## src/rtl/maze_walker_if.sv

```systemverilog
// Bundle between the direction/input logic (master) and maze_walker (slave):
// wall map, start/done handshake, latched directions and per-agent status.
interface maze_walker_if #(
  parameter int XW     = 3,
  parameter int NAGENT = 4
);
  localparam int W = 1 << XW;

  logic [W*W-1:0]         map_data;
  logic                   start;
  logic [2*NAGENT-1:0]    dirs;
  logic                   ready;
  logic                   done;
  logic [XW*NAGENT-1:0]   x_out;
  logic [XW*NAGENT-1:0]   y_out;
  logic [NAGENT-1:0]      alive_out;
  logic [NAGENT-1:0]      goal_out;
  logic                   all_done;
  logic [15:0]            step_count;

  modport master (
    output map_data, start, dirs,
    input  ready, done, x_out, y_out, alive_out, goal_out, all_done, step_count
  );

  modport slave (
    input  map_data, start, dirs,
    output ready, done, x_out, y_out, alive_out, goal_out, all_done, step_count
  );
endinterface

```

## src/rtl/maze_walker.sv

```systemverilog
// Multi-agent maze stepper: one start request advances every agent one cell,
// one agent per cycle through a shared move/collision datapath.
module maze_walker #(
  parameter int XW         = 3,
  parameter int NAGENT     = 4,
  parameter int GOAL_X     = (1 << XW) - 1,
  parameter int GOAL_Y     = (1 << XW) - 1,
  parameter bit WALL_KILLS = 1'b1,
  parameter int STEP_W     = 16
) (
  input  logic          clk,
  input  logic          rst,
  maze_walker_if.slave  bus
);

  localparam int IW = (NAGENT > 1) ? $clog2(NAGENT) : 1;
  localparam logic [IW-1:0] LAST_IDX  = IW'(NAGENT - 1);
  localparam logic [XW:0]   ONE_C     = {{XW{1'b0}}, 1'b1};
  localparam logic [XW:0]   GOAL_X_C  = (XW+1)'(GOAL_X);
  localparam logic [XW:0]   GOAL_Y_C  = (XW+1)'(GOAL_Y);

  typedef enum logic [1:0] {
    S_IDLE = 2'd0,
    S_STEP = 2'd1,
    S_DONE = 2'd2
  } state_e;

  state_e              state_q, state_d;
  logic [IW-1:0]       idx_q, idx_d;
  logic [1:0]          dirs_q [NAGENT];
  logic [1:0]          dirs_d [NAGENT];
  logic [XW-1:0]       x_q [NAGENT];
  logic [XW-1:0]       x_d [NAGENT];
  logic [XW-1:0]       y_q [NAGENT];
  logic [XW-1:0]       y_d [NAGENT];
  logic [NAGENT-1:0]   alive_q, alive_d;
  logic [NAGENT-1:0]   goal_q, goal_d;
  logic [STEP_W-1:0]   cnt_q, cnt_d;

  logic [XW-1:0]       cur_x_s, cur_y_s;
  logic [1:0]          cur_dir_s;
  logic [XW:0]         cand_x_s, cand_y_s;
  logic [2*XW-1:0]     cell_s;
  logic                oob_s, wall_s, at_goal_s;
  logic [XW-1:0]       nx_s, ny_s;
  logic                nalive_s, ngoal_s;

  // Shared per-agent move/collision datapath for the agent selected by idx_q.
  always_comb begin
    cur_x_s   = x_q[idx_q];
    cur_y_s   = y_q[idx_q];
    cur_dir_s = dirs_q[idx_q];
    cand_x_s  = {1'b0, cur_x_s};
    cand_y_s  = {1'b0, cur_y_s};
    case (cur_dir_s)
      2'd0:    cand_x_s = {1'b0, cur_x_s} + ONE_C;
      2'd1:    cand_x_s = {1'b0, cur_x_s} - ONE_C;
      2'd2:    cand_y_s = {1'b0, cur_y_s} + ONE_C;
      2'd3:    cand_y_s = {1'b0, cur_y_s} - ONE_C;
      default: cand_x_s = {1'b0, cur_x_s};
    endcase
    // The extra top bit flags both W (overflow) and -1 (underflow).
    oob_s     = cand_x_s[XW] | cand_y_s[XW];
    cell_s    = {cand_y_s[XW-1:0], cand_x_s[XW-1:0]};
    wall_s    = bus.map_data[~cell_s];
    at_goal_s = (cand_x_s == GOAL_X_C) && (cand_y_s == GOAL_Y_C);

    nx_s     = cur_x_s;
    ny_s     = cur_y_s;
    nalive_s = alive_q[idx_q];
    ngoal_s  = goal_q[idx_q];
    if (!alive_q[idx_q]) begin
      nalive_s = 1'b0;
    end else if (goal_q[idx_q]) begin
      ngoal_s = 1'b1;
    end else if (oob_s) begin
      nalive_s = 1'b0;
    end else if (at_goal_s) begin
      nx_s    = cand_x_s[XW-1:0];
      ny_s    = cand_y_s[XW-1:0];
      ngoal_s = 1'b1;
    end else if (wall_s) begin
      nalive_s = ~WALL_KILLS;
    end else begin
      nx_s = cand_x_s[XW-1:0];
      ny_s = cand_y_s[XW-1:0];
    end
  end

  // Next-state logic: IDLE -> STEP (one agent per cycle) -> DONE -> IDLE.
  always_comb begin
    state_d = state_q;
    idx_d   = idx_q;
    dirs_d  = dirs_q;
    x_d     = x_q;
    y_d     = y_q;
    alive_d = alive_q;
    goal_d  = goal_q;
    cnt_d   = cnt_q;
    case (state_q)
      S_IDLE: begin
        if (bus.start) begin
          for (int i = 0; i < NAGENT; i++) begin
            dirs_d[i] = bus.dirs[2*i +: 2];
          end
          idx_d   = '0;
          state_d = S_STEP;
        end else begin
          state_d = S_IDLE;
        end
      end
      S_STEP: begin
        x_d[idx_q]     = nx_s;
        y_d[idx_q]     = ny_s;
        alive_d[idx_q] = nalive_s;
        goal_d[idx_q]  = ngoal_s;
        if (idx_q == LAST_IDX) begin
          state_d = S_DONE;
        end else begin
          idx_d = idx_q + IW'(1);
        end
      end
      S_DONE: begin
        cnt_d   = (cnt_q == {STEP_W{1'b1}}) ? cnt_q : cnt_q + STEP_W'(1);
        state_d = S_IDLE;
      end
      default: state_d = S_IDLE;
    endcase
  end

  // State registers with synchronous reset to the start-of-game position.
  always_ff @(posedge clk) begin
    if (rst) begin
      state_q <= S_IDLE;
      idx_q   <= '0;
      alive_q <= {NAGENT{1'b1}};
      goal_q  <= '0;
      cnt_q   <= '0;
      for (int i = 0; i < NAGENT; i++) begin
        dirs_q[i] <= 2'd0;
        x_q[i]    <= '0;
        y_q[i]    <= '0;
      end
    end else begin
      state_q <= state_d;
      idx_q   <= idx_d;
      dirs_q  <= dirs_d;
      x_q     <= x_d;
      y_q     <= y_d;
      alive_q <= alive_d;
      goal_q  <= goal_d;
      cnt_q   <= cnt_d;
    end
  end

  for (genvar g = 0; g < NAGENT; g++) begin : g_pack
    assign bus.x_out[XW*g +: XW] = x_q[g];
    assign bus.y_out[XW*g +: XW] = y_q[g];
  end

  assign bus.alive_out  = alive_q;
  assign bus.goal_out   = goal_q;
  assign bus.step_count = 16'(cnt_q);
  assign bus.ready      = (state_q == S_IDLE);
  assign bus.done       = (state_q == S_DONE);
  assign bus.all_done   = &(~alive_q | goal_q);

endmodule

```

## src/flat_wrapper.sv

```systemverilog
// flat-port wrapper written by rule: the top's interface ports become plain ports
module maze_walker_flat 
#(
  parameter int XW         = 3,
  parameter int NAGENT     = 4,
  parameter int GOAL_X     = (1 << XW) - 1,
  parameter int GOAL_Y     = (1 << XW) - 1,
  parameter bit WALL_KILLS = 1'b1,
  parameter int STEP_W     = 16
)
  (clk, rst, bus_map_data, bus_start, bus_dirs, bus_ready, bus_done, bus_x_out, bus_y_out, bus_alive_out, bus_goal_out, bus_all_done, bus_step_count);
  maze_walker_if #(.XW(XW), .NAGENT(NAGENT)) bus_i ();
  input  logic clk;
  input  logic rst;
  input wire logic [$bits(bus_i.map_data)-1:0] bus_map_data;
  input wire logic [$bits(bus_i.start)-1:0] bus_start;
  input wire logic [$bits(bus_i.dirs)-1:0] bus_dirs;
  output wire logic [$bits(bus_i.ready)-1:0] bus_ready;
  output wire logic [$bits(bus_i.done)-1:0] bus_done;
  output wire logic [$bits(bus_i.x_out)-1:0] bus_x_out;
  output wire logic [$bits(bus_i.y_out)-1:0] bus_y_out;
  output wire logic [$bits(bus_i.alive_out)-1:0] bus_alive_out;
  output wire logic [$bits(bus_i.goal_out)-1:0] bus_goal_out;
  output wire logic [$bits(bus_i.all_done)-1:0] bus_all_done;
  output wire logic [$bits(bus_i.step_count)-1:0] bus_step_count;
  assign bus_i.map_data = bus_map_data;
  assign bus_i.start = bus_start;
  assign bus_i.dirs = bus_dirs;
  assign bus_ready = bus_i.ready;
  assign bus_done = bus_i.done;
  assign bus_x_out = bus_i.x_out;
  assign bus_y_out = bus_i.y_out;
  assign bus_alive_out = bus_i.alive_out;
  assign bus_goal_out = bus_i.goal_out;
  assign bus_all_done = bus_i.all_done;
  assign bus_step_count = bus_i.step_count;
  maze_walker #(.XW(XW), .NAGENT(NAGENT), .GOAL_X(GOAL_X), .GOAL_Y(GOAL_Y), .WALL_KILLS(WALL_KILLS), .STEP_W(STEP_W)) u_core (.clk(clk), .rst(rst), .bus(bus_i));
endmodule
```

## config.mk

```make
export PLATFORM = sky130hd
export DESIGN_NAME = maze_walker_flat
export DESIGN_NICKNAME = d
export VERILOG_FILES = /design/src/rtl/maze_walker_if.sv /design/src/rtl/maze_walker.sv /design/src/flat_wrapper.sv
export SDC_FILE = /design/constraint.sdc
export NUM_CORES = 1
export LEC_CHECK = 0
export BUFFER_PORTS_ARGS = -buffer_cell sky130_fd_sc_hd__buf_2
export CAP_MARGIN = 20
export CORE_AREA = 8 8 104 106
export DETAILED_ROUTE_END_ITERATION = 10
export DIE_AREA = 0 0 112 114
export GPL_TIMING_DRIVEN = 0
export PLACE_DENSITY = 0.77
export SYNTH_ARGS = -nofsm -noshare
export SYNTH_HDL_FRONTEND = slang
export SYNTH_SLANG_ARGS = --single-unit
```

## constraint.sdc

```tcl
create_clock -name clk -period 4 [get_ports clk]
set_input_delay 0 -clock clk [delete_from_list [all_inputs] [get_ports clk]]
set_output_delay 0 -clock clk [all_outputs]
set_load 0.1 [all_outputs]
```

After elaboration in Yosys (flattened, before gate mapping):

Cells that the tools add are included.
W data, S select, Z words.

* register bits after elaboration: 60
* output and inout port bits: 51
* input bits: 75

* muxes and demuxes: 50
* bitwise gates (word level): 6
* eq/ne operators: 12
* add/subtract/negate cells: 6
* reduce and logical (&&, ||, !) cells: 10
* magnitude comparators: 5

Operator list (number)
* $mux W3: 15
* $bwmux W12: 2
* $add A16 B1 Y16 const B: 1
* $eq A16 B16 Y1 const B: 1
* $pmux W4 S2: 2
* $mux W1: 14
* $bmux W3 S2: 2
* $mux W2: 5
* $add A3 B1 Y4 const B: 2
* $bwmux W4: 2
* $eq A2 B2 Y1 const B: 4
* $eq A4 B3 Y1 const B: 2
* $pmux W2 S2: 2
* $sub A3 B1 Y4 const B: 2
* $lt A6 B7 Y1 const B: 1
* $bmux W1 S6: 1
* $demux W3 S2: 1
* $not A6 Y6: 1
* $bmux W1 S2: 2
* $bmux W2 S2: 1
* $eq A2 B1 Y1 const B: 2
* $logic_not A2 Y1: 2
* $ne A2 B2 Y1 const B: 2
* $not A4 Y4: 1
* 16 further kinds: 19

Depth between registers and ports, before layout:

Gate-level depths: netlist (run 1).

* word-level depth: 15
* depth in mapped cells: 17

Least setup slack after synthesis (run 1):

Ideal clock, no wire load.

* kind: register to register
* from: reg u_core.x_q (netlist bit u_core.bus.x_out[4])
* to: reg u_core.y_q (netlist bit u_core.bus.y_out[0])
* cell stages (with the launch flop): 16
* clock period less this slack: 4.396 ns
* library setup time: 0.142 ns
* setup slack: -0.396 ns
* data required time: 3.858 ns
* arrival time: 4.253 ns
* path through: dfxtp_1 > mux4_2 > buf_6 > buf_6 > buf_6 > xor2_1 > ha_1 > clkbuf_1 > clkbuf_1 > mux4_2 > mux2_2 > o221ai_1 > nand4_2 > or2_4 > a31oi_4 > a311oi_1

* longest elaborated chain between the ends: 14
* elaborated cells between the ends (all ways): 18
* those cells by class: 2 x add/sub; 1 x eq/ne; 12 x mux; 2 x bitwise; 1 x reduce/logical

Ends and longest elaborated chain
* start, declared: line maze_walker.sv:32 `logic [XW-1:0] x_q [NAGENT];`
* start signal, assigned by index: line maze_walker.sv:141 `x_q[i] <= '0;`
* start signal, assigned: line maze_walker.sv:148 `x_q <= x_d;`
* $bmux W3 S2 (*): line maze_walker.sv:50 `cur_x_s = x_q[idx_q];`
* $mux W3 (implied by the code) (*) (2 in a row): line maze_walker.sv:50
* $sub A3 B1 Y4 / $add A3 B1 Y4 (equally long branches): line maze_walker.sv:57, maze_walker.sv:56
* $pmux W4 S2 (*): line maze_walker.sv:55 `case (cur_dir_s)`
* $not A6 Y6: line maze_walker.sv:65 `wall_s = bus.map_data[~cell_s];`
* $bmux W1 S6: line maze_walker.sv:65
* $mux W1 (implied by the code): line maze_walker.sv:65
* $mux W3: line maze_walker.sv:82 `end else if (wall_s) begin`
* $mux W3: line maze_walker.sv:78 `end else if (at_goal_s) begin`
* $mux W3 (*): line maze_walker.sv:76 `end else if (oob_s) begin`
* $mux W3 (*): line maze_walker.sv:74 `end else if (goal_q[idx_q]) begin`
* $mux W3 (*): line maze_walker.sv:72 `if (!alive_q[idx_q]) begin`
* $bwmux W12 (*): line maze_walker.sv:114 `y_d[idx_q] = ny_s;`
* end signal, assigned: line maze_walker.sv:149 `y_q <= y_d;`
* end, declared: line maze_walker.sv:34 `logic [XW-1:0] y_q [NAGENT];`

Every way passes the cells marked *; elsewhere a longest branch is shown, timed or not. The select of a mux whose other input is x is not followed.
A chain may end at the register's enable or synchronous reset.

Worst setup path after layout (run 1):

* from: reg u_core.idx_q[0]
* to: reg u_core.y_q (netlist bit u_core.bus.y_out[9])

* longest elaborated chain between the ends: 15
* elaborated cells between the ends (all ways): 42
* those cells by class: 4 x add/sub; 2 x order compare; 5 x eq/ne; 25 x mux; 3 x bitwise; 3 x reduce/logical

Ends and longest elaborated chain
* start, declared: line maze_walker.sv:29 `logic [IW-1:0] idx_q, idx_d;`
* start signal, assigned: line maze_walker.sv:146 `idx_q <= idx_d;`
* $not A2 Y3 (implied by the code)
* $bmux W3 S2 (tied with other cells): line maze_walker.sv:50
* $mux W3 (implied by the code) (tied with other cells) (2 in a row): line maze_walker.sv:50
* $sub A3 B1 Y4 (tied with other cells): line maze_walker.sv:57 `2'd1: cand_x_s = {1'b0, cur_x_s} - ONE_C;`
* $pmux W4 S2: line maze_walker.sv:55
* $not A6 Y6: line maze_walker.sv:65
* $bmux W1 S6: line maze_walker.sv:65
* $mux W1 (implied by the code): line maze_walker.sv:65
* $mux W3: line maze_walker.sv:82
* $mux W3: line maze_walker.sv:78
* $mux W3: line maze_walker.sv:76
* $mux W3: line maze_walker.sv:74
* $mux W3: line maze_walker.sv:72
* $bwmux W12 (*): line maze_walker.sv:114

Marked as above.

==> metrics.md, run 1 <==
| Metric | Value |
|---|---|
| CTS tree | built |
| Initial antenna violation count | 0 |
| Tcrit/Tclk final | 97.6% |
| Clock skew | 0.00807 ns |
| Die area | 12800 µm² |
| DIE HEIGHT | 114 µm |
| PwrDens | 372 nW/µm² |
| Post-layout net count | 726 |
| Register area share after synthesis | 27.8% |
| Worst EP arrival | 4.09 ns |
| Startpoint types | flip-flop |
| FF-to-FF path depth | 14 |
| R2R Setup Slk | 0.1 ns |
| YS warnings | 0 |
| Floorplan core area | 9110 µm² |
| Mapped Nets | 564 |
| Slew margin rel. | 62.8% |
| Yosys reg bits | 60 |
| Main flop type after synthesis | dfxtp_1 |
| Largest cells by area after synthesis | dfxtp_1 (28%), mux4_2 (8.3%), mux2i_1 (7.2%) |
| Fin Hold WS | 0.0765 ns |
| Slew Viols, Final | 0 |
| Die extent in x | 112 µm |
| Multi-input gate area | 3050 µm² |
| Worst R2R End | u_core.bus.y_out[9]$_SDFFE_PP0P_ |
| Status | complete, no violations |
| Max-cap violations | 0 |
| Total number of vias | 4650 |
| Boundary Pins | 126 |
| Post-DP HPWL | 11.1 mm |
| RePlAce Congestion | 0.897 |
| Register area | 1220 µm² |
| Syn-to-layout area delta | 34.0% |
| Final setup vio count | 0 |
| Yosys top cell area share | 27.8% |
| H-tree depth | 3 |
| GRT Util Overall | 22.6% |
| Slew @ Worst Pin | 0.558 ns |
| CP max FO | 10 |
| CTS clk-pin slew, worst paths | 0.06 ns |
| Fmax | 256 MHz |
| Routed len/inst | 19.8 µm |
| GRT overflow | 0 |
| Area leader, netlist | dfxtp_1 |
| Final min period | 3.90 ns |
| Initial core utilization | 47.4% |
| Commonest cells in the netlist | dfxtp_1 (60), nor2_1 (57), nand2_1 (32) |
| Reg-to-Reg Start | u_core.idx_q[0]$_SDFFE_PP0P_ |
| Fillers | 735 |
| Required @ worst endpoint | 4.19 ns |
| Clock sink count | 60 |
| Number of global-route vias before repair | 4579 |
| Comb power frac | 42.8% |
| Finished Layout Cells | 759 |
| Leakage | 2.36 nW |
| Min-delay src | bus_start |
| Cells after synthesis | 481 |
| Clock share of power | 27.8% |
| Number of synthesized flops with an enable pin | 0 |
| CP Class | flip-flop to flip-flop |
| Largest net degree at the start of global routing | 20 |
| Syn avg cell area | 8.98 µm² |
| HP Class | input port to flip-flop |
| DRT Wirelength | 15.1 mm |
| Crit end category | flip-flop |
| Drt pass-1 iters | 5 |
| Final TNS setup | 0 ns |
| Number of port buffers | 124 |
| FFs w/ async S/R, synth | 0% |
| Switch Pwr | 0.788 mW |
| Placed Instance Area | 5100 µm² |
| # rows | 35 |
| Synth cell types | 76 |
| Int Pwr | 1.37 mW |
| Switch share | 36.5% |
| Peak supply drop | 291 µV |
| CTS max path bufs | 2 |
| CTS root buffer | clkbuf_8 |
| Final hold vios | 0 |
| Drc violations | 0 |
| Fin area | 5790 µm² |
| Sequential power share | 29.4% |
| Layout cells sized above 1 | 37.8% |
| Cells after DPL | 716 |
| First-pass GRT wire length | 23.6 mm |
| Diode count | 0 |
| 1st-iter DRT viols | 441 |
| Synthesized cell area | 4320 µm² |
| Hold path depth | 3 |
| Vias per Instance | 6.13 |
| CTS buffer count | 9 |
| Count leader, synth | dfxtp_1 |
| Post-DRT Antenna Nets | 0 |
| Hold Path End | u_core.state_q[0]$_SDFFE_PP0P_ |
| Clk_lat worst skew | 0.34 ns |
## worst max path at each step
| stage | startpoint | endpoint | slack, ns | depth (start not counted) |
|---|---|---|---|---|
| 6_report | u_core.idx_q[0]$_SDFFE_PP0P_ | u_core.bus.y_out[9]$_SDFFE_PP0P_ | 0.1 | 14 |
| 5_1_grt | u_core.idx_q[0]$_SDFFE_PP0P_ | u_core.bus.y_out[4]$_SDFFE_PP0P_ | -0.06 | 16 |
| 4_1_cts | u_core.idx_q[0]$_SDFFE_PP0P_ | u_core.bus.y_out[7]$_SDFFE_PP0P_ | 0.002 | 15 |
| 3_5_place_dp | u_core.idx_q[1]$_SDFFE_PP0P_ | u_core.bus.alive_out[2]$_SDFFE_PP1P_ | -0.96 | 16 |
| 3_3_place_gp | u_core.idx_q[1]$_SDFFE_PP0P_ | u_core.bus.alive_out[0]$_SDFFE_PP1P_ | -0.84 | 16 |
| 2_1_floorplan | u_core.idx_q[1]$_SDFFE_PP0P_ | u_core.bus.y_out[0]$_SDFFE_PP0P_ | 0.04 | 16 |
## power by group through the flow
stage          registers [mW]  clock network [mW]  logic [mW]
2_1_floorplan           0.728                   0       0.476
3_3_place_gp            0.647                   0       0.726
3_5_place_dp            0.648                   0       0.744
4_1_cts                 0.634               0.605       0.811
5_1_grt                 0.636               0.631       0.973
6_report                0.634               0.598       0.923
## final cells by class
| cell class | count | share of cell area, % |
|---|---|---|
| plain buffers | 26 | 3.50 |
| clock buffers | 11 | 2.44 |
| clock inverters | 5 | 1.30 |
| inverters | 15 | 0.973 |
| multi-input cells | 376 | 52.6 |
| flip-flops and latches | 60 | 21.1 |
| well taps | 111 | 2.40 |
| repair buffers | 155 | 15.7 |
## cell families after synthesis
group           count (synthesis)  synth area share [%]
mux                            53                  17.1
xor+xnor                       13                  2.64
buf+inv                        45                  5.39
flops                          60                  27.8
compound gates                129                  23.2
simple gates                  173                  21.5
fa+ha+maj                       8                  2.32
## worst max-delay path, cell delays in order (launching register included)
cell,delay (ns)
dfxtp_4,0.39
buf_12,0.13
mux4_2,0.53
nor2b_2,0.20
xor2_2,0.19
ha_4,0.28
buf_8,0.13
clkbuf_8,0.18
mux4_2,0.29
mux2_2,0.31
o221ai_1,0.21
nand4_2,0.21
or2_4,0.36
a31oi_4,0.22
a311oi_1,0.11
## layer usage
layer | GRT usage (%) | share of wire, % | vias to the layer above
li1 | - | - | 2151
met1 | 26.5 | 40 | 2195
met2 | 39.1 | 47 | 271
met3 | 6.08 | 9.4 | 33
met4 | 8.09 | 2.8 | 0
met5 | 0 | 0 | -
## registers in the layout, summed over array words and instances (netlist names)
register,count
u_core.idx_q,2
u_core.bus.step_count,16
u_core.bus.goal_out,4
u_core.bus.x_out,12
u_core.state_q,2
u_core.bus.alive_out,4
u_core.bus.y_out,12
u_core.dirs_q,8
## cell usage in the layout (no fill, tap or decap), types with 8 or more instances in the layout
| cell type | instances |
|---|---|
| a21oi_1 | 12 |
| clkbuf_1 | 15 |
| nand2b_1 | 8 |
| dlygate4sd3_1 | 8 |
| clkbuf_8 | 11 |
| nand2_1 | 32 |
| dfxtp_2 | 8 |
| nor2_1 | 57 |
| and2_1 | 11 |
| mux2i_1 | 30 |
| inv_1 | 15 |
| a311oi_1 | 13 |
| dfxtp_1 | 50 |
| buf_2 | 124 |
| mux4_2 | 16 |
| o21ai_0 | 17 |
| xor2_1 | 9 |
| buf_4 | 20 |
| nand3b_1 | 8 |
## repair_timing
action                     CTS  global route
setup buffers               10            13
setup endpoints to repair   28            28
gates resized for setup     19            24
hold endpoints to repair     8             0
hold buffers                 8             0
pin swaps                    7            13
## stage by stage
| stage | setup WS, ns | utilization [%] | power [mW] |
|---|---|---|---|
| floorplan | 0.0400 | - | 1.20 |
| global placement | -0.844 | 56.0 | 1.37 |
| detailed placement | -0.959 | 56.0 | 1.39 |
| CTS | 0.00186 | 60.8 | 2.05 |
| global route | -0.0632 | 63.6 | 2.24 |
| finish | 0.0959 | 63.6 | 2.16 |
Note: power is estimated with default switching activity, not from simulation.
==> run 2: changes to the inputs <==
--- a/config.mk
+++ b/config.mk
@@ -8,6 +8,7 @@
 export BUFFER_PORTS_ARGS = -buffer_cell sky130_fd_sc_hd__buf_2
 export CAP_MARGIN = 20
 export CORE_AREA = 8 8 104 106
+export CTS_BUF_LIST = sky130_fd_sc_hd__clkbuf_4 sky130_fd_sc_hd__clkbuf_8 sky130_fd_sc_hd__clkbuf_16
 export DETAILED_ROUTE_END_ITERATION = 10
 export DIE_AREA = 0 0 112 114
 export GPL_TIMING_DRIVEN = 0
==> run 2 against run 1 <==
  * Count of clock-buffer cells in the layout did not move
  * Via count is 0.11% lower
  * Setup slack about the same
  * Sequential cell count stayed put
  * Final area about the same
  * Critical endpoint unchanged
  * Register-to-register slack hardly changed
  * Maximum frequency barely moved
  * Die area did not move
  * Utilization hardly changed
  * Highest routed layer unchanged
  * Largest power group unchanged
  * Non-clock buffer count unchanged
==> metrics.md, run 2 (synthesis results as in run 1) <==
| Metric | Value |
|---|---|
| Clock sink count | 60 (unchanged) |
| Finished Layout Cells | 759 (unchanged) |
| Tcrit/Tclk final | 97.6% (about the same) |
| Required @ worst endpoint | 4.19 ns (about the same) |
| Post-DP HPWL | 11.1 mm (unchanged) |
| Drc violations | 0 (unchanged) |
| Floorplan core area | 9110 µm² (unchanged) |
| Die extent in x | 112 µm (unchanged) |
| Die area | 12800 µm² (unchanged) |
| DRT Wirelength | 15.1 mm (about the same) |
| First-pass GRT wire length | 23.6 mm (unchanged) |
| Status | complete, no violations |
| Max-cap violations | 0 (unchanged) |
| Power, Total | 2.16 mW (+0.32%) |
| GRT overflow | 0 (unchanged) |
| Commonest cells after routing, fill and taps aside | buf_2 (124), nor2_1 (57), dfxtp_1 (50) |
| CTS clk-pin slew, worst paths | 0.06 ns (about the same) |
| Slew Viols, Final | 0 (unchanged) |
| Slew margin rel. | 62.6% (-0.20 points) |
| Startpoint types | flip-flop |
| Clock skew | 0.00812 ns (+0.0000500 ns) |
| Syn-to-layout area delta | 34.1% (about the same) |
| DIE HEIGHT | 114 µm (unchanged) |
| Drt pass-1 iters | 5 (unchanged) |
| PwrDens | 373 nW/µm² (+0.25%) |
| Final worst setup slack | 0.0959 ns (+0.0000151 ns) |
| CP max FO | 10 (unchanged) |
| Vias per Instance | 6.12 (-0.11%) |
| Boundary Pins | 126 (unchanged) |
| Routed len/inst | 19.8 µm (about the same) |
| CTS buffer count | 9 (unchanged) |
| 1st-iter DRT viols | 437 (-0.91%) |
| CTS root buffer | clkbuf_8 |
| Clk_lat worst skew | 0.34 ns (about the same) |
| RePlAce Congestion | 0.897 (unchanged) |
| Post-layout net count | 726 (unchanged) |
| CP Class | flip-flop to flip-flop |
| Post-DRT Antenna Nets | 0 (unchanged) |
| CP max-delay cell | mux4_2 |
| Layout cells sized above 1 | 38.0% (+0.15 points) |
| Peak supply drop | 291 µV (about the same) |
| Fmax | 256 MHz (about the same) |
| HP Class | input port to flip-flop |
| Initial core utilization | 47.4% (unchanged) |
| Largest register FFs | 16 (unchanged) |
| Final min period | 3.90 ns (-0.0000151 ns) |
| Worst path cell trace | buf_12, mux4_2, nor2b_2, xor2_2, ha_4, buf_8, clkbuf_8, mux4_2, mux2_2, o221ai_1, nand4_2, or2_4, a31oi_4, a311oi_1 |
| Initial antenna violation count | 0 (unchanged) |
| Fin area | 5790 µm² (about the same) |
| Final TNS setup | 0 ns (unchanged) |
| Fillers | 733 (-0.27%) |
| Dpl ws | -0.959 ns (unchanged) |
| Fin Hold WS | 0.0840 ns (+0.00755 ns) |
| Total number of vias | 4645 (-0.11%) |
| Slew @ Worst Pin | 0.561 ns (+0.00308 ns) |
| Crit end category | flip-flop |
| # rows | 35 (unchanged) |
| Cells after DPL | 716 (unchanged) |
| H-tree depth | 3 (unchanged) |
| Placed Instance Area | 5100 µm² (unchanged) |
| Largest net degree at the start of global routing | 20 (unchanged) |
| CP most frequent cell | mux4_2 |
| Worst EP arrival | 4.09 ns (about the same) |
| Leakage | 2.37 nW (+0.14%) |
| CTS tree | built |
| CTS max path bufs | 2 (unchanged) |
| Most common cell after layout, fill and taps aside | buf_2 |
| Final setup vio count | 0 (unchanged) |
| Diode count | 0 (unchanged) |
| Number of global-route vias before repair | 4579 (unchanged) |
| Number of port buffers | 124 (unchanged) |
| GRT Util Overall | 22.6% (unchanged) |
| Post-Route Utilization | 63.6% (about the same) |
| Slowest stage delay, CP | 0.53 ns (about the same) |
| Final hold vios | 0 (unchanged) |
## run 2: cell counts in the layout (fill, tap and decap cells not counted)
Identical to the previous run, type by type.
## run 2: layout make-up
type	instances	area, µm²	area share, %
multi-input cells	376	3050	52.6
flip-flops and latches	60	1220	21.0
repair buffers	155	911	15.7
plain buffers	26	203	3.50
clock buffers	11	145	2.51
well taps	111	139	2.40
clock inverters	5	75.1	1.30
inverters	15	56.3	0.972
## run 2: final timing paths
check / start / end / slack [ns] / cells past startpoint
setup reg to reg: u_core.idx_q[0]$_SDFFE_PP0P_ / u_core.bus.y_out[9]$_SDFFE_PP0P_ / 0.1 / 14
setup / recovery: u_core.idx_q[0]$_SDFFE_PP0P_ / u_core.bus.y_out[9]$_SDFFE_PP0P_ / 0.1 / 14
hold reg to reg: u_core.bus.y_out[8]$_SDFFE_PP0P_ / u_core.bus.y_out[8]$_SDFFE_PP0P_ / 0.51 / 2
hold / removal: bus_start / u_core.idx_q[1]$_SDFFE_PP0P_ / 0.08 / 4
## run 2: layer usage
layer	track usage [%]	part of all wire, %
met5	0	0
met3	6.08	9.4
met1	26.5	40
met4	8.09	2.8
met2	39.1	47
## run 2: repair_timing
item                       CTS  global route
hold endpoints to repair     8             0
resized for setup           19            24
hold buffers                 8             0
pin swaps                    7            13
setup endpoints to repair   28            28
buffers inserted            10            13
## run 2: power by group
part	leakage [nW]	internal (mW)	switching (mW)
Combinational	1.76	0.387	0.537
Clock	0.116	0.371	0.233
Sequential	0.492	0.616	0.0181
## run 2: worst max-delay path: cells and delay by family (launching register included)
kind            cells  cell delay [ns]
mux                 3             1.13
simple gates        3             0.77
compound gates      3             0.55
buf+inv             3             0.44
flops               1             0.39
fa+ha+maj           1             0.28
xor+xnor            1             0.19
==> run 3: changes to the inputs <==
--- a/config.mk
+++ b/config.mk
@@ -7,12 +7,14 @@
 export LEC_CHECK = 0
 export BUFFER_PORTS_ARGS = -buffer_cell sky130_fd_sc_hd__buf_2
 export CAP_MARGIN = 20
-export CORE_AREA = 8 8 104 106
+export CELL_PAD_IN_SITES_DETAIL_PLACEMENT = 0
+export CELL_PAD_IN_SITES_GLOBAL_PLACEMENT = 1
+export CORE_AREA = 8 8 121 123
 export CTS_BUF_LIST = sky130_fd_sc_hd__clkbuf_4 sky130_fd_sc_hd__clkbuf_8 sky130_fd_sc_hd__clkbuf_16
 export DETAILED_ROUTE_END_ITERATION = 10
-export DIE_AREA = 0 0 112 114
+export DIE_AREA = 0 0 129 131
 export GPL_TIMING_DRIVEN = 0
-export PLACE_DENSITY = 0.77
+export PLACE_DENSITY_LB_ADDON = 0.1
 export SYNTH_ARGS = -nofsm -noshare
 export SYNTH_HDL_FRONTEND = slang
 export SYNTH_SLANG_ARGS = --single-unit
==> run 3 against run 2 <==
  * Sequential share of layout area is 0.76 points lower
  * Combinational power is 1% higher
  * Largest cell class unchanged
  * Critical endpoint unchanged
  * Final cell count is 8.2% higher
  * Clock skew is 0.0024 ns lower
  * Sequential cell count stayed put
  * Via count is 5.0% lower
  * Die area is 32% higher
  * Utilization is 17 points lower
==> metrics.md, run 3 (synthesis results as in run 1) <==
| Metric | Value |
|---|---|
| Status | complete, no violations |
| Min-delay src | bus_start |
| Number of port buffers | 124 (unchanged) |
| Register area | 1220 µm² (unchanged) |
| Multi-input gate area | 3110 µm² (+2.1%) |
| Largest net degree at the start of global routing | 21 (+5.0%) |
| Worst EP arrival | 4.14 ns (+0.05 ns) |
| CTS clk-pin slew, worst paths | 0.05 ns (about the same) |
| Floorplan core area | 12900 µm² (+41%) |
| Clock share of power | 35.4% (+7.4 points) |
| Slew margin rel. | 55.2% (-7.4 points) |
| Fmax | 252 MHz (-1.7%) |
| Syn-to-layout area delta | 39.2% |
| Max-cap violations | 0 (unchanged) |
| Hold path depth | 3 (-1) |
| Final TNS setup | 0 ns (unchanged) |
| Comb power frac | 38.4% (-4.3 points) |
| RePlAce Congestion | 0.841 (-6.3%) |
| Diode count | 0 (unchanged) |
| H-tree depth | 3 (unchanged) |
| Power, Total | 2.43 mW (+12%) |
| CTS buffer count | 9 (unchanged) |
| Layout cells sized above 1 | 39.2% (+1.3 points) |
| Reg-to-Reg Start | u_core.idx_q[0]$_SDFFE_PP0P_ |
| Initial core utilization | 33.5% (-14 points) |
| RSZ-0062 raised after global routing | yes |
| # rows | 42 (+20%) |
| Tcrit/Tclk final | 99.3% (+1.7 points) |
| Final min period | 3.97 ns (+0.0685 ns) |
| Drt pass-1 iters | 4 (-1) |
| GRT overflow | 0 (unchanged) |
| 1st-iter DRT viols | 186 (-57%) |
| Post-layout net count | 723 (-0.41%) |
| Worst R2R End | u_core.bus.y_out[9]$_SDFFE_PP0P_ |
| CP max-delay cell | mux4_2 |
| CP max FO | 5 (-5) |
| Clk_lat worst skew | 0.33 ns (about the same) |
| CTS max path bufs | 2 (unchanged) |
| CTS root buffer | clkbuf_16 |
| CP Class | flip-flop to flip-flop |
| CTS tree | built |
| PwrDens | 404 nW/µm² (+8.3%) |
| Most common cell after layout, fill and taps aside | buf_2 |
| Required @ worst endpoint | 4.17 ns (-0.02 ns) |
| Commonest cells after routing, fill and taps aside | buf_2 (124), nor2_1 (57), dfxtp_1 (50) |
| FF-to-FF path depth | 14 (unchanged) |
| Clock skew | 0.00574 ns (-0.00239 ns) |
| Final hold vios | 0 (unchanged) |
| Crit end category | flip-flop |
| R2R Setup Slk | 0.03 ns (-0.07 ns) |
| Boundary Pins | 126 (unchanged) |
| Post-DRT Antenna Nets | 0 (unchanged) |
| Slew Viols, Final | 0 (unchanged) |
| Sequential power share | 26.2% (-3.1 points) |
| Fillers | 1260 (+72%) |
| Switch share | 34.1% (-2.3 points) |
| Die extent in x | 129 µm (+15%) |
| Startpoint types | flip-flop |
| Slew @ Worst Pin | 0.672 ns (+0.111 ns) |
| DRT Wirelength | 15.7 mm (+4.1%) |
| GRT Util Overall | 18.7% (-4.0 points) |
| Peak supply drop | 249 µV (-14%) |
| Vias per Instance | 5.38 (-12%) |
| Final setup vio count | 0 (unchanged) |
| Switch Pwr | 0.828 mW (+5.1%) |
| Int Pwr | 1.60 mW (+17%) |
| Total number of vias | 4413 (-5.0%) |
| Clock sink count | 60 (unchanged) |
| Largest register FFs | 16 (unchanged) |
| Number of global-route vias before repair | 4582 (+0.066%) |
| DIE HEIGHT | 131 µm (+15%) |
| Slowest stage delay, CP | 0.56 ns (+0.03 ns) |
| Hold Path End | u_core.state_q[0]$_SDFFE_PP0P_ |
| Initial antenna violation count | 0 (unchanged) |
| HP Class | input port to flip-flop |
| Worst path cell trace | buf_12, mux4_2, nor2b_4, xor2_2, ha_4, buf_8, or3b_1, a32o_2, o2111a_1, a211oi_2, a211oi_4, or3_4, a31oi_4, a311oi_2 |
| Die area | 16900 µm² (+32%) |
| Post-DP HPWL | 12.0 mm (+7.5%) |
| Drc violations | 0 (unchanged) |
| Leakage | 2.41 nW (+1.7%) |
| First-pass GRT wire length | 24.7 mm (+4.5%) |
| Routed len/inst | 19.1 µm (-3.8%) |
[run 3: changes by cell type in the layout (fill, tap and decap cells not counted), moves of 2 or more]
cell       change
o21ai_2        +4
buf_12         -2
nand3_4        +2
clkbuf_16      +9
o21ai_4        -5
a311oi_1       -8
a311oi_2       +8
clkbuf_8       -7
[run 3: layout make-up]
| cell class | count | area share [%] |
|---|---|---|
| multi-input combinational | 376 | 51.7 |
| sequential | 60 | 20.3 |
| timing repair buffer | 152 | 14.4 |
| clock buffer | 12 | 4.43 |
| tap | 176 | 3.66 |
| buffer | 26 | 3.43 |
| clock inverter | 4 | 1.17 |
| inverter | 15 | 0.937 |
[run 3: what timing repair did]
item / 4_1_cts / 5_1_grt
buffers inserted: 12 / 7
hold endpoints to repair: 8 / 0
setup endpoints to repair: 28 / 28
pin swaps: 11 / 18
hold buffers: 8 / 0
gates cloned: 1 / 0
gates resized for setup: 27 / 29
[run 3: power groups by stage]
stage	combinational, mW	sequential (mW)	clock, mW
6_report	0.934	0.636	0.860
5_1_grt	0.995	0.638	0.908
4_1_cts	0.839	0.636	0.875
3_5_place_dp	0.755	0.649	0
3_3_place_gp	0.750	0.649	0
2_1_floorplan	0.476	0.728	0
[run 3: worst max-delay path by stage]
stage | startpoint | endpoint | slack (ns) | cells past startpoint
floorplan | u_core.idx_q[1]$_SDFFE_PP0P_ | u_core.bus.y_out[0]$_SDFFE_PP0P_ | 0.04 | 16
global placement | u_core.idx_q[1]$_SDFFE_PP0P_ | u_core.bus.alive_out[2]$_SDFFE_PP1P_ | -1.08 | 16
detailed placement | u_core.idx_q[1]$_SDFFE_PP0P_ | u_core.bus.alive_out[2]$_SDFFE_PP1P_ | -1.10 | 16
CTS | u_core.idx_q[0]$_SDFFE_PP0P_ | u_core.bus.y_out[9]$_SDFFE_PP0P_ | 0.002 | 14
global route | u_core.idx_q[0]$_SDFFE_PP0P_ | u_core.bus.y_out[9]$_SDFFE_PP0P_ | -0.08 | 14
finish | u_core.idx_q[0]$_SDFFE_PP0P_ | u_core.bus.y_out[9]$_SDFFE_PP0P_ | 0.03 | 14
[run 3: critical path, delay by kind of cell (launching register included)]
kind	cells	cell delay, ns
AO/OA/AOI/OAI	6	1.14
multiplexers	1	0.56
flip-flops	1	0.40
AND/OR/NAND/NOR	3	0.97
adder cells (fa/ha/maj)	1	0.31
XOR/XNOR	1	0.18
buffers and inverters	2	0.26
[run 3: metal layers]
metal  part of all wire (%)  global-route usage [%]
met1                     42                    21.7
met2                     49                    32.8
met3                    6.4                    3.98
met4                    2.0                    7.67
met5                      0                       0
[run 3: through the flow]
stage	hold slack [ns]	util (%)	setup WS, ns	instances	cell area, µm²
detailed placement	0.242	40.2	-1.10	781	5180
finish	0.113	46.7	0.0275	821	6010
global placement	0.234	40.2	-1.08	781	5180
global route	0.161	46.7	-0.0807	821	6010
floorplan	0.147	-	0.0400	481	4340
CTS	0.0755	44.9	0.00242	814	5780
